==> src/rtl/pc_fetch_pkg.sv <==
// Shared fetch-stage types and constants: the fetch FSM encoding, datapath
// widths, and the opcode values that decode already uses.
package pc_fetch_pkg;

  typedef enum logic [1:0] {
    ST_IDLE  = 2'b00,
    ST_RUN   = 2'b01,
    ST_HALT  = 2'b10,
    ST_FAULT = 2'b11
  } fetch_state_e;

  localparam int unsigned INSTR_W = 32;
  localparam logic [31:0] PC_INC  = 32'd4;

  localparam logic [5:0] OP_BEQ = 6'b000100;
  localparam logic [5:0] OP_J   = 6'b000010;

endpackage

==> src/rtl/pc_target_calc.sv <==
// MIPS-style redirect target arithmetic: the branch target is relative to
// base+4, and the jump target keeps the upper nibble of base+4.
module pc_target_calc
  import pc_fetch_pkg::*;
(
  input  logic [31:0] base_i,
  input  logic [15:0] imm_i,
  input  logic [25:0] index_i,
  input  logic        jump_i,
  output logic [31:0] target_o,
  output logic        misaligned_o
);

  logic [31:0] seq_pc;
  logic [31:0] branch_tgt;
  logic [31:0] jump_tgt;

  assign seq_pc       = base_i + PC_INC;
  assign branch_tgt   = seq_pc + {{14{imm_i[15]}}, imm_i, 2'b00};
  assign jump_tgt     = {seq_pc[31:28], index_i, 2'b00};
  assign target_o     = jump_i ? jump_tgt : branch_tgt;
  assign misaligned_o = |target_o[1:0];

endmodule

==> src/rtl/pc_fetch.sv <==
// Instruction-fetch stage: owns the PC, fetches from a combinational
// instruction memory into a valid/ready instruction register, applies redirects.
module pc_fetch
  import pc_fetch_pkg::*;
#(
  parameter logic [31:0] RESET_PC  = 32'h0000_0000,
  parameter int unsigned MEM_BYTES = 256
) (
  input  logic               clk,
  input  logic               reset,
  input  logic               start,
  input  logic               halt_req,
  output logic [31:0]        imem_addr,
  input  logic [INSTR_W-1:0] imem_rdata,
  output logic [INSTR_W-1:0] ir,
  output logic [31:0]        ir_pc,
  output logic               ir_valid,
  input  logic               ir_ready,
  input  logic               redir_valid,
  input  logic               redir_jump,
  input  logic [31:0]        redir_base,
  input  logic [15:0]        redir_imm,
  input  logic [25:0]        redir_index,
  output logic [31:0]        pc,
  output logic               halted,
  output logic               fault
);

  localparam logic [31:0] LAST_PC = 32'(MEM_BYTES - 4);

  fetch_state_e       state_q, state_d;
  logic [31:0]        pc_q, pc_d;
  logic [INSTR_W-1:0] ir_q, ir_d;
  logic [31:0]        ir_pc_q, ir_pc_d;
  logic               ir_valid_q, ir_valid_d;

  logic [31:0] redir_target;
  logic        redir_misaligned;
  logic        advance;

  pc_target_calc u_target (
    .base_i       (redir_base),
    .imm_i        (redir_imm),
    .index_i      (redir_index),
    .jump_i       (redir_jump),
    .target_o     (redir_target),
    .misaligned_o (redir_misaligned)
  );

  assign advance = (!ir_valid_q || ir_ready) && !redir_valid;

  // Consumption clears ir_valid in every state; only RUN can refill it.
  always_comb begin
    state_d    = state_q;
    pc_d       = pc_q;
    ir_d       = ir_q;
    ir_pc_d    = ir_pc_q;
    ir_valid_d = ir_valid_q && !ir_ready;
    unique case (state_q)
      ST_IDLE: begin
        if (start) state_d = ST_RUN;
      end
      ST_RUN: begin
        if (halt_req) begin
          state_d = ST_HALT;
        end else if (redir_valid) begin
          ir_valid_d = 1'b0;
          if (redir_misaligned) state_d = ST_FAULT;
          else                  pc_d    = redir_target;
        end else if (advance) begin
          if (pc_q > LAST_PC) begin
            state_d = ST_FAULT;
          end else begin
            ir_d       = imem_rdata;
            ir_pc_d    = pc_q;
            ir_valid_d = 1'b1;
            pc_d       = pc_q + PC_INC;
          end
        end
      end
      default: ;
    endcase
  end

  always_ff @(posedge clk) begin
    if (reset) begin
      state_q    <= ST_IDLE;
      pc_q       <= RESET_PC;
      ir_q       <= '0;
      ir_pc_q    <= '0;
      ir_valid_q <= 1'b0;
    end else begin
      state_q    <= state_d;
      pc_q       <= pc_d;
      ir_q       <= ir_d;
      ir_pc_q    <= ir_pc_d;
      ir_valid_q <= ir_valid_d;
    end
  end

  assign imem_addr = pc_q;
  assign pc        = pc_q;
  assign ir        = ir_q;
  assign ir_pc     = ir_pc_q;
  assign ir_valid  = ir_valid_q;
  assign halted    = (state_q == ST_HALT);
  assign fault     = (state_q == ST_FAULT);

endmodule

==> config.mk <==
export PLATFORM = sky130hd
export DESIGN_NAME = pc_fetch
export DESIGN_NICKNAME = d
export VERILOG_FILES = /design/src/rtl/pc_fetch_pkg.sv /design/src/rtl/pc_target_calc.sv /design/src/rtl/pc_fetch.sv
export SDC_FILE = /design/constraint.sdc
export NUM_CORES = 1
export LEC_CHECK = 0
export ABC_CLOCK_PERIOD_IN_PS = 4600
export CAP_MARGIN = 10
export CORE_MARGIN = 2
export CORE_UTILIZATION = 44
export DETAILED_ROUTE_END_ITERATION = 12
export GPL_ROUTABILITY_DRIVEN = 0
export GPL_TIMING_DRIVEN = 0
export PLACE_DENSITY_LB_ADDON = 0.25
export SYNTH_ARGS = -nofsm -noshare
export SYNTH_HDL_FRONTEND = slang
export SYNTH_SLANG_ARGS = --single-unit
==> constraint.sdc <==
create_clock -name clk -period 4.6 [get_ports clk]
set_clock_uncertainty 0.2 [all_clocks]
set_input_delay 0.92 -clock clk [delete_from_list [all_inputs] [get_ports clk]]
set_output_delay 0.92 -clock clk [all_outputs]
set_load 0.02 [all_outputs]
**Word level (Yosys, flattened, before mapping)**

Index checks and enable logic that the tools add are counted.
W data, S select, Z words.

- Bits in registers: 99

- Bitwise logic cells: 3
- Order comparisons: 1
- Equal/unequal tests: 9
- Reductions and logical operators: 13
- Multiplexer cells: 17
- $add $sub $neg: 3

Operators by type and width:

| cell | count |
|---|---|
| $mux W32 | 5 |
| $add A32 B3 Y32 const B | 2 |
| $add A32 B32 Y32 | 1 |
| $gt A32 B8 Y1 const B | 1 |
| $reduce_and A5 Y1 | 3 |
| $mux W2 | 6 |
| $ne A4 B4 Y1 const B | 3 |
| $ne A2 B2 Y1 const B | 3 |
| $mux W1 | 5 |
| $eq A2 B2 Y1 const B | 2 |
| $pmux W2 S2 | 1 |
| $reduce_bool A2 Y1 | 2 |
| $logic_not A1 Y1 | 3 |
| $not A1 Y1 | 3 |
| $eq A2 B1 Y1 const B | 1 |
| $logic_and A1 B1 Y1 | 2 |
| $logic_not A2 Y1 | 1 |
| $reduce_or A2 Y1 | 1 |
| $logic_or A1 B1 Y1 | 1 |

**Depth between registers and ports, before layout**

- Depth after elaboration: 8
- Depth in mapped cells: 17
- Depth with buffers taken out: 16

**Hierarchy**

A second synthesis with hierarchy kept.

- Cell total of the unflattened synthesis: 839
- Area total of the unflattened synthesis: 6,730.2 µm²

Modules (own cells, without submodules):

| module | instances | cells an instance | sequential area each (µm²) | area each (µm²) |
|---|---|---|---|---|
| pc_fetch | 1 | 444 | 1,981.9 | 4,071.4 |
| pc_target_calc | 1 | 395 | 0.0 | 2,658.8 |

**Worst setup path before layout**

Ideal clock, no wire load.

- Kind: input to register
- Start point: in redir_base[5]
- End point: reg pc_q[26], in the netlist imem_addr[26]
- Cell stages on the path: 17
- Setup slack: 0.388 ns
- Setup time: 0.117 ns
- Buffers on the path: 2
- Data arrival time: 3.895 ns
- Path through: and4_1 -> and3_1 -> nor2b_1 -> clkbuf_1 -> nand4_1 -> xnor2_1 -> ha_1 -> clkbuf_1 -> a21o_1 -> a21o_1 -> a21oi_1 -> o221ai_1 -> a21oi_1 -> o21ai_0 -> xor2_1 -> mux2_2 -> a22o_1

- Longest elaborated chain between the ends: 5

Ends and longest elaborated chain:

| item | line | source |
|---|---|---|
| from (decl) | pc_fetch.sv:21 | `input logic [31:0] redir_base,` |
| $add A32 B3 Y32 | pc_target_calc.sv:18 | `assign seq_pc = base_i + PC_INC;` |
| $add A32 B32 Y32 | pc_target_calc.sv:19 | `assign branch_tgt = seq_pc + {{14{imm_i[15]}}, imm_i, 2'b00};` |
| $mux W32 | pc_target_calc.sv:21 | `assign target_o = jump_i ? jump_tgt : branch_tgt;` |
| $mux W32 | pc_fetch.sv:68 | `if (redir_misaligned) state_d = ST_FAULT;` |
| $mux W32 | pc_fetch.sv:66 | `end else if (redir_valid) begin` |
| to (signal assigned) | pc_fetch.sv:94 | `pc_q <= pc_d;` |
| to (decl) | pc_fetch.sv:32 | `logic [31:0] pc_q, pc_d;` |

No other way between the ends. The select of a mux whose other input is x is not followed.
A chain may end at the register's enable or synchronous reset.

**Worst setup path after layout**

- Start point: in redir_base[18]
- End point: reg pc_q[31], in the netlist imem_addr[31]

- Longest elaborated chain between the ends: 5

Ends and longest elaborated chain:

| item | line |
|---|---|
| $add A32 B3 Y32 (*) | pc_target_calc.sv:18 |
| $add A32 B32 Y32 | pc_target_calc.sv:19 |
| $mux W32 (*) | pc_target_calc.sv:21 |
| $mux W32 (*) | pc_fetch.sv:68 |
| $mux W32 (*) | pc_fetch.sv:66 |

Every way passes the cells marked *; elsewhere a longest branch is shown, timed or not. The select of a mux whose other input is x is not followed.

==> metrics.md <==
| Metric | Value |
|---|---|
| I/O pins | 244 |
| Vias in the first global route | 5,897 |
| Final WL | 19,100 um |
| Rel. slew slack | 42.1% |
| First-pass GRT wire length | 28,600 um |
| Remaining antenna violation count after routing | 0 |
| Logic pwr share | 26.9% |
| CTS tree | yes |
| Sw Pwr | 640 uW |
| CP Launch Type | input port |
| Clock slew at reported path FFs | 70 ps |
| Worst hold path type | flip-flop to flip-flop |
| Routed vias/inst | 5.31 |
| XOR/XNOR Fraction of Synth Area | 7.17% |
| Starting Density | 44.5% |
| Non-filler cells, final | 1,227 |
| Internal power | 1590 uW |
| Initial DRC Count | 442 |
| CP max stage cell | clkdlybuf4s50_1 |
| Setup CP Type | input port to flip-flop |
| Peak VDD IR | 0.188 mV |
| Root Buffer | clkbuf_16 |
| Site row count | 43 |
| Worst Hold Slack | 252 ps |
| Switching Fraction | 28.8% |
| Status | finished clean |
| Die area | 14,800 um^2 |
| Top delay family on crit path | simple AND/OR/NAND/NOR gates |
| # clock sinks | 99 |
| Most used flip-flop cell after synthesis | dfxtp_1 |
| Syn Std Cell Area | 6110 um^2 |
| Maxcap violations | 0 |
| Cts hold-fix bufs | 0 |
| Final nets | 1,193 |
| Ant diodes | 0 |
| Sequential area share after synthesis | 32.4% |
| Crit Path Max Fanout | 9 |
| Pwr dens | 241 nW/um^2 |
| Pleak | 0.00361 uW |
| Netlist cell types | 61 |
| Main area contributors after synthesis | dfxtp_1 32%, nand2_1 8.2%, ha_1 7.4% |
| Syn. warnings | 0 |
| Pre-antenna DRT Iters | 5 |
| Final core occ | 67.5% |
| Adder-cell share of the synthesized area | 7.70% |
| Largest net degree at the start of global routing | 19 |
| Number of synthesized flops with an enable pin | 0 |
| Largest family of logic cells by synthesized area | simple AND/OR/NAND/NOR gates |
| Cell count after synthesis | 786 |
| Final Max Slew Viols | 0 |
| Total gr overflow | 0 |
| Final setup fails | 0 |
| Sequential fraction of design power | 40.0% |
| DRC viols | 0 |
| Layout cells sized above 1 | 8.69% |
| WP buf/inv | 1 |
| H-tree levels | 3 |
| Worst EP arrival | 4530 ps |
| Most numerous cell in the Yosys netlist | nand2_1 |
| Flops & latches, synth | 99 |
| Clk network pwr share | 33.1% |
| Cell taking the most area after synthesis | dfxtp_1 |
| Initial antenna violation count | 0 |
| Syn Nets | 936 |
| Min Clock Period, post-route | 4510 ps |
| Clock Path Buffers | 2 |
| Placed Cells | 1,207 |
| Period utilization | 98.0% |
| Commonest cells in the netlist | 134 x nand2_1, 99 x dfxtp_1, 83 x a21oi_1, 45 x clkbuf_1, 41 x nor2_1 |
| Die W | 122 um |
| Area grow syn2layout | 51.5% |
| Final-report hold violation count | 0 |
| Worst path cell trace | clkdlybuf4s50_1 > nand4_1 > nor4_4 > and4_4 > nand2_1 > xnor2_1 > ha_2 > nand4_1 > nor2_1 > o2bb2ai_1 > a21oi_2 > a41oi_2 > xnor2_1 > or3_1 > a32o_1 |
| Clock latency on the worst-skew pair | 330 ps |
| Core box area | 13,700 um^2 |
| Total number of vias | 6,515 |
| Fmax | 0.222 GHz |
| Die height | 122 um |
| Area share of and/or/nand/nor cells after synthesis | 23.1% |
| Top-area cell type share of the netlist area | 32.4% |
| Asr flop ratio synth | 0% |
| Hpwl dp | 15,000 um |
| Largest stage delay, worst path | 560 ps |
| GR Util All Layers | 23.9% |
| CTS Buf Count | 9 |
| Multiplexer share of the synthesized area | 0.881% |
| Worst-margin pin slew | 866 ps |
| CP Data Required Time | 4620 ps |
| Avg Synthesized Cell Area | 7.77 um^2 |
| Compound-Gate Fraction of Synth Area | 21.3% |
| Crit. End Element | flip-flop |
| I/O Buffers | 241 |
| Wire per inst | 15.5 um |
layer usage:
metal | global-route usage, % | routed length, um | up-vias
met5 | 0 | 0 | -
met4 | 7.83 | 387 | 0
met3 | 3.60 | 1440 | 28
met2 | 42.7 | 9350 | 266
met1 | 29.5 | 7890 | 2946
li1 | - | - | 3275
worst register-to-register path, stage by stage (launching register included):
cell	delay (ps)
dfxtp_1	380
ha_1	250
and3_1	210
and3_1	240
a2111oi_1	460
o21a_1	360
nand2_1	190
nor2_1	550
a32oi_1	210
o21ai_0	120
cells by family after synthesis:
kind of cell	count (synthesis)
AOI/OAI and AO/OA	208
xor gates and xnor gates	50
adders and majority gates	37
buffers and inverters	89
DFF	99
muxes	5
and+or+nand+nor	298
path summary, 6_finish.rpt:
kind / to / slack (ps) / cells after the start / start
max: imem_addr[31] / 90 / 15 / redir_base[18]
min: ir[21] / 250 / 2 / ir[21]
max reg2reg: imem_addr[25] / 1360 / 9 / imem_addr[2]
min reg2reg: ir[21] / 250 / 2 / ir[21]
registers in the layout (all words and copies together), names as in the netlist:
signal     cells
imem_addr     32
ir            32
ir_pc         32
state_q        2
ir_valid       1
final cells by class:
| cell class | count | area [um^2] |
|---|---|---|
| well taps | 180 | 225 |
| plain buffers | 71 | 390 |
| flip-flops and latches | 99 | 1980 |
| fillers | 1209 | 4460 |
| multi-input cells | 598 | 3820 |
| repair buffers | 252 | 2500 |
| clock buffers | 10 | 229 |
| inverters | 12 | 45.0 |
| clock inverters | 5 | 62.6 |
per-stage QoR:
step	worst slack (ps)	total power [uW]	instance area, um^2	TNS [ps]
2_1_floorplan	388	1240	6110	0
3_3_place_gp	-619	1470	8750	-4940
3_5_place_dp	-700	1470	8750	-5430
4_1_cts	13.3	2210	9090	0
5_1_grt	-48.0	2330	9260	-69.0
6_report	92.8	2230	9260	0
what timing repair did:
action / CTS / global route
cloned: 0 / 0
setup buffers: 1 / 10
resized for setup: 13 / 23
endpoints found under the setup margin: 6 / 8
pin swaps: 1 / 12
cell usage in the layout (no fill, tap or decap), types with 4 or more instances in the layout:
cell and n:
a211oi_1 7, and3_1 34, nor3_1 10, a21oi_2 8, o21bai_1 5, buf_4 44
a32oi_1 4, nand4_1 21, nor4_1 8, dfxtp_1 99, dlymetal6s2s_1 4, inv_1 12
a21oi_1 75, ha_1 30, a22oi_1 6, or3_1 6, o211ai_1 6, nand2b_1 4
clkbuf_1 39, clkbuf_16 9, o21a_1 4, nand2_1 134, nor2b_1 6, a31oi_1 6
clkdlybuf4s50_1 236, o21ai_0 40, xor2_1 13, nor2_1 39, nand3_1 17, nor3b_1 5
a21o_1 16, xnor2_1 35
power by group through the flow:
| stage | clock, uW | combinational [uW] | sequential, uW |
|---|---|---|---|
| 6_report | 737 | 600 | 891 |
| 3_5_place_dp | 0 | 564 | 911 |
| 4_1_cts | 748 | 570 | 891 |
| 3_3_place_gp | 0 | 559 | 910 |
| 2_1_floorplan | 0 | 315 | 924 |
| 5_1_grt | 786 | 655 | 893 |
Note: power is estimated with default switching activity, not from simulation.
